--- src/rtl/freelist_pkg.sv ---
// freelist_pkg: shared sizes, index/count types, popcount and lane-compaction helpers for slot_freelist
// Contents: FL_WIDTH/FL_REQS/FL_RETS defaults, IDX_W and CNT_W derived from FL_WIDTH,
// idx_t/cnt_t/lane_cnt_t types, popcount(), lane_rank().
package freelist_pkg;
    localparam int FL_WIDTH = 16;
    localparam int FL_REQS  = 4;
    localparam int FL_RETS  = 4;
    localparam int IDX_W    = $clog2(FL_WIDTH);
    localparam int CNT_W    = $clog2(FL_WIDTH + 1);
    localparam int LANE_W   = $clog2(FL_REQS + 1);
    localparam int LANE_IX  = $clog2(FL_REQS);
    typedef logic [IDX_W-1:0]  idx_t;
    typedef logic [CNT_W-1:0]  cnt_t;
    typedef logic [LANE_W-1:0] lane_cnt_t;

    function automatic cnt_t popcount(input logic [FL_WIDTH-1:0] v);
        cnt_t c;
        c = '0;
        for (int i = 0; i < FL_WIDTH; i++) c = c + cnt_t'(v[i]);
        return c;
    endfunction

    // Number of requesting lanes strictly below `lane`; lane_rank(req, FL_REQS) is the total.
    function automatic lane_cnt_t lane_rank(input logic [FL_REQS-1:0] req, input int lane);
        lane_cnt_t r;
        r = '0;
        for (int i = 0; i < FL_REQS; i++) if (i < lane) r = r + lane_cnt_t'(req[i]);
        return r;
    endfunction
endpackage

--- src/rtl/freelist_pick.sv ---
// freelist_pick: combinational picker of the REQS lowest set bits of a candidate mask
// Ports: cand (candidate free mask), pick_oh (k-th lowest set bit, one-hot, 0 if none),
// pick_idx (encoded index of pick_oh, 0 if none).
module freelist_pick
    import freelist_pkg::*;
#(
    parameter int WIDTH = FL_WIDTH,
    parameter int REQS  = FL_REQS
) (
    input  logic [WIDTH-1:0]            cand,
    output logic [REQS-1:0][WIDTH-1:0]  pick_oh,
    output logic [REQS-1:0][IDX_W-1:0]  pick_idx
);
    logic [WIDTH-1:0] rem;

    always_comb begin
        rem      = cand;
        pick_oh  = '0;
        pick_idx = '0;
        for (int k = 0; k < REQS; k++) begin
            pick_oh[k] = rem & (-rem);
            rem        = rem & ~pick_oh[k];
            for (int i = 0; i < WIDTH; i++) if (pick_oh[k][i]) pick_idx[k] = IDX_W'(i);
        end
    end
endmodule

--- src/rtl/slot_freelist.sv ---
// slot_freelist: bitmap free-list with all-or-nothing multi-lane allocation and multi-lane reclaim
// Ports: clock/reset (sync, active-high); alloc_req -> alloc_ok/alloc_idx (combinational);
// release_valid/release_idx (applied at the edge); free_count/empty/full/error (registered state).
// Optional: SLOT_FREELIST_RELEASE_BYPASS_EN makes same-cycle releases grantable.
module slot_freelist
    import freelist_pkg::*;
#(
    parameter int WIDTH = FL_WIDTH,
    parameter int REQS  = FL_REQS,
    parameter int RETS  = FL_RETS
) (
    input  logic                       clock,
    input  logic                       reset,
    input  logic [REQS-1:0]            alloc_req,
    output logic                       alloc_ok,
    output logic [REQS-1:0][IDX_W-1:0] alloc_idx,
    input  logic [RETS-1:0]            release_valid,
    input  logic [RETS-1:0][IDX_W-1:0] release_idx,
    output logic [CNT_W-1:0]           free_count,
    output logic                       empty,
    output logic                       full,
    output logic                       error
);
    logic [WIDTH-1:0]            free_q, rel_mask, cand, grant_mask, free_d;
    logic [REQS-1:0][WIDTH-1:0]  pick_oh;
    logic [REQS-1:0][IDX_W-1:0]  pick_idx;
    logic                        rel_err, commit;
    lane_cnt_t                   rk;

    // A lane hitting an index already free, or already set by a lower lane, is a protocol error.
    always_comb begin
        rel_mask = '0;
        rel_err  = 1'b0;
        for (int j = 0; j < RETS; j++) begin
            if (release_valid[j]) begin
                if (int'(release_idx[j]) >= WIDTH) rel_err = 1'b1;
                else begin
                    if (free_q[release_idx[j]] || rel_mask[release_idx[j]]) rel_err = 1'b1;
                    rel_mask[release_idx[j]] = 1'b1;
                end
            end
        end
    end

`ifdef SLOT_FREELIST_RELEASE_BYPASS_EN
    assign cand = free_q | rel_mask;
`else
    assign cand = free_q;
`endif

    freelist_pick #(.WIDTH(WIDTH), .REQS(REQS)) u_pick (
        .cand     (cand),
        .pick_oh  (pick_oh),
        .pick_idx (pick_idx)
    );

    assign alloc_ok = popcount(cand) >= cnt_t'(lane_rank(alloc_req, REQS));
    assign commit   = alloc_ok && |alloc_req;

    // Each requesting lane takes the pick matching its rank among requesting lanes.
    always_comb begin
        alloc_idx  = '0;
        grant_mask = '0;
        rk         = '0;
        for (int l = 0; l < REQS; l++) begin
            rk = lane_rank(alloc_req, l);
            if (alloc_req[l]) begin
                alloc_idx[l] = pick_idx[rk[LANE_IX-1:0]];
                grant_mask   = grant_mask | pick_oh[rk[LANE_IX-1:0]];
            end
        end
    end

    // Grant clears after release sets, so an alloc/release collision ends allocated.
    assign free_d = (free_q | rel_mask) & ~(commit ? grant_mask : '0);

    always_ff @(posedge clock) begin
        if (reset) begin
            free_q     <= '1;
            free_count <= CNT_W'(WIDTH);
            error      <= 1'b0;
        end else begin
            free_q     <= free_d;
            free_count <= popcount(free_d);
            error      <= error | rel_err;
        end
    end

    assign empty = free_count == '0;
    assign full  = free_count == CNT_W'(WIDTH);
endmodule

--- config.mk ---
export PLATFORM = sky130hd
export DESIGN_NAME = slot_freelist
export DESIGN_NICKNAME = d
export VERILOG_FILES = /design/src/rtl/freelist_pkg.sv /design/src/rtl/freelist_pick.sv /design/src/rtl/slot_freelist.sv
export SDC_FILE = /design/constraint.sdc
export NUM_CORES = 1
export LEC_CHECK = 0
export ABC_AREA = 0
export ABC_CLOCK_PERIOD_IN_PS = 8270
export CAP_MARGIN = 5
export CELL_PAD_IN_SITES_DETAIL_PLACEMENT = 0
export CELL_PAD_IN_SITES_GLOBAL_PLACEMENT = 1
export CORE_ASPECT_RATIO = 1.2
export CORE_MARGIN = 3
export CORE_UTILIZATION = 40
export CTS_CLUSTER_SIZE = 10
export DETAILED_ROUTE_END_ITERATION = 8
export PLACE_DENSITY = 0.76
export SETUP_SLACK_MARGIN = 0.5
export SLEW_MARGIN = 5
export SYNTH_ARGS = -nofsm -noshare
export SYNTH_HDL_FRONTEND = slang
export SYNTH_SLANG_ARGS = --single-unit
--- constraint.sdc ---
create_clock -name clock -period 8.27 [get_ports clock]
set_clock_uncertainty 0.2 [all_clocks]
set_input_delay 1.654 -clock clock [delete_from_list [all_inputs] [get_ports clock]]
set_output_delay 1.654 -clock clock [all_outputs]
set_load 0.03 [all_outputs]
==> run summary, run 1 <==
Outcome: completed
Tot GR Track Use: 0.3219
CTS tree: yes
CP most frequent cell: fa_1
WS Path Type: in -> reg
Power Density: 520.7 nW/um2
Placed Cells: 1124
Final net count: 999
Fill cells: 1575
Die Span X: 119.5 um
Worst stage delay on the critical path: 0.56 ns
Sw frac: 0.5234
Port Buffer Count: 50
Net Count, Synth: 949
Crit path max-delay cell type: fa_2
Non-Filler Instances: 1133
Async set-reset flop share out of synthesis: 0
WP data required: 8.23 ns
Net Sw Power: 1.987 mW
CP Max Fanout: 5
Register area: 444.2 um2
Clock transition at path regs: 0.06 ns
DR DRC count: 0
VDD IR max: 0.0005013 V
Clk_lat worst skew: 0.27 ns
Min-Delay Path Class: reg -> reg
Post-DP HPWL: 22020 um
FP Rows: 49
Startpoint types: input pin
Clock buffer count from CTS: 3
Vias/cell: 6.791
Slew @ Worst Pin: 0.9213 ns
Mean Syn Cell Area: 7.019 um2
WL final: 28180 um
Setup Slack @ Placement: 0.1401 ns
Clock power frac: 0.029
EDFF count, synth: 0
Total gr overflow: 0
Io pins: 51
Syn Inst Count: 881
Initial antenna violation count: 0
Final min period: 7.626 ns
Area contributors post-synth: dfxtp_1 (7.1%), fa_1 (7.1%), nand2_1 (6.6%)
Worst setup EP type: register
Clk root buf: clkbuf_16
Avg WL per Cell: 24.87 um
Pin count of the biggest net entering global routing: 41
Number of synthesis warnings: 0
Max-slew violation total from the final report: 0
Period utilization: 0.9221
Yosys cell types: 93
Max Freq: 131.1 MHz
Die ar.: 16990 um2
Initial core utilization: 0.4100
TNS Setup: 0 ns
Synth Register Bits: 22
Die Ht: 142.2 um
Area leader, netlist: dfxtp_1
Setup ws final: 0.6444 ns
GPL Wtd Cong: 1.055
LEAKAGE: 2.858 nW
Combinational Power Share: 0.919
Reg power frac: 0.053
CP cell instances: clkdlybuf4s50_1, fa_1, ha_1, fa_1, inv_1, ha_1, a21boi_2, o21ai_2, nand3_4, nand2_4, a211oi_2, or3_4, fa_1, fa_1, fa_2, inv_2, fa_2, ha_4, fa_2, a21o_1, a21o_1
Vias in the first global route: 7161
First-pass GRT wire length: 42550 um
Antenna Cells: 0
Clock H-tree levels: 1
CORE AREA: 15080 um2
Final Hold Vio Count: 0
Mapped Area: 6183 um2
1st-pass router iterations: 8
Total vias in the final route: 7694
Layout cell share with drive strength beyond 1: 0.1582
Total chip power: 3.797 mW
Cell Int Power: 1.810 mW
RSZ-0062 raised after global routing: yes
Iter 0 DRT Violations: 1126
Slew headroom: 0.3858
Multi-input logic area: 5435 um2
Area share of the largest cell type after synthesis: 0.07123
Top_reg_cell synth: dfxtp_1
Antenna viol nets, final: 0
CTS Sinks: 22
Register area share after synthesis: 0.07123
CP arrival: 7.59 ns
Maximum Capacitance Violations: 0
Synthesis-to-layout area growth: 17.93%
Clock Path Buffers: 2
Final setup fails: 0
[per-stage QoR]
stage / hold slack (ns) / util / area [um2]
after floorplan: 0.5425 / - / 6217
after global placement: 0.5365 / 0.4686 / 7067
after detailed placement: 0.5213 / 0.4686 / 7067
after CTS: 0.5378 / 0.4756 / 7173
after global routing: 0.5462 / 0.4835 / 7292
final: 0.5449 / 0.4835 / 7292
[cells by family (layout without fill, tap and decap cells)]
group	after synthesis	count (layout)	share of synthesized area
and+or+nand+nor	393	393	0.3266
AOI/OAI and AO/OA	273	273	0.3227
buffers and inverters	108	156	0.06940
adders and majority gates	42	42	0.1117
muxes	30	30	0.07993
DFF	22	22	0.07123
xor gates and xnor gates	13	13	0.01841
[cell usage after synthesis, drive strengths merged (4+ instances only)]
cell type	count
mux4	15
nand2	109
nand3b	4
a211oi	20
nand4	12
or4	8
dfxtp	22
a31oi	16
o21ai	46
nor2b	16
and2	12
nor2	90
buf	7
ha	20
a21boi	6
a2bb2oi	4
a22oi	8
xnor2	10
o31ai	10
nor3	29
nor3b	6
inv	50
a2111oi	4
o221ai	14
clkbuf	50
mux2	5
or2	11
or3	12
fa	22
and3	9
a211o	5
a221oi	17
o211ai	17
o22ai	6
nand2b	18
a21o	6
a31o	6
a41oi	4
nand3	32
nor4	16
mux2i	10
a21oi	45
[critical path: cells and delay by family]
kind / cells / cell delay [ns]
fa+ha+maj: 10 / 3.94
simple gates: 3 / 0.71
compound gates: 5 / 0.74
buf+inv: 3 / 0.55
[flip-flops by register name (all words and copies together) (netlist names)]
name        count
error           1
cand           16
free_count      5
[final timing paths]
path                                    from             to  slack (ns)  cells after the start
worst min-delay path                   error          error        0.54                      2
worst min register to register         error          error        0.54                      2
worst max-delay path            alloc_req[0]  free_count[4]        0.64                     21
worst max register to register       cand[3]  free_count[4]        0.66                     24
[power groups by stage]
| stage | Clock, mW | Sequential (mW) | Combinational (mW) |
|---|---|---|---|
| after floorplan | 0 | 0.208 | 2.19 |
| after global placement | 0 | 0.199 | 2.84 |
| after detailed placement | 0 | 0.200 | 2.93 |
| after CTS | 0.109 | 0.199 | 3.03 |
| after global routing | 0.111 | 0.205 | 3.93 |
| final | 0.109 | 0.200 | 3.49 |
[timing repair]
item,4_1_cts,5_1_grt
hold buffers,0,0
gates resized for setup,6,27
pin swaps,4,9
endpoints found under the setup margin,1,4
buffers inserted,3,3
[metal layers]
layer / up-vias / share of wire / track usage
li1: 3434 / - / -
met1: 3544 / 0.37 / 0.3957
met2: 553 / 0.45 / 0.5310
met3: 163 / 0.087 / 0.03698
met4: 0 / 0.087 / 0.2171
met5: - / 0 / 0
[area by class of cell]
class                      instances  share of cell area
inverter                          51             0.02625
timing repair buffer             102              0.1222
clock buffer                       3             0.01030
multi-input combinational        751              0.7454
tap                              204             0.03500
sequential                        22             0.06091
[placed cells by master (no fill, tap or decap), drive strengths merged, types with 17 or more instances in the layout]
cell | netlist | routed
fa | 22 | 22
a211oi | 20 | 20
ha | 20 | 20
nand2 | 109 | 109
buf | 7 | 52
nand2b | 18 | 18
o21ai | 46 | 46
nor2 | 90 | 90
inv | 50 | 50
clkdlybuf4s50 | 0 | 50
a221oi | 17 | 17
a21oi | 45 | 45
nand3 | 32 | 32
nor3 | 29 | 29
o211ai | 17 | 17
dfxtp | 22 | 22
(Power assumes the default switching activity.)
==> inputs of run 2 (changes only) <==
--- a/config.mk
+++ b/config.mk
@@ -13,6 +13,7 @@
 export CORE_ASPECT_RATIO = 1.2
 export CORE_MARGIN = 3
 export CORE_UTILIZATION = 40
+export CTS_CLUSTER_DIAMETER = 60
 export CTS_CLUSTER_SIZE = 10
 export DETAILED_ROUTE_END_ITERATION = 8
 export PLACE_DENSITY = 0.76
==> results of run 2 <==
Same layout as run 1: the final DEF is identical, and so are final timing and power.
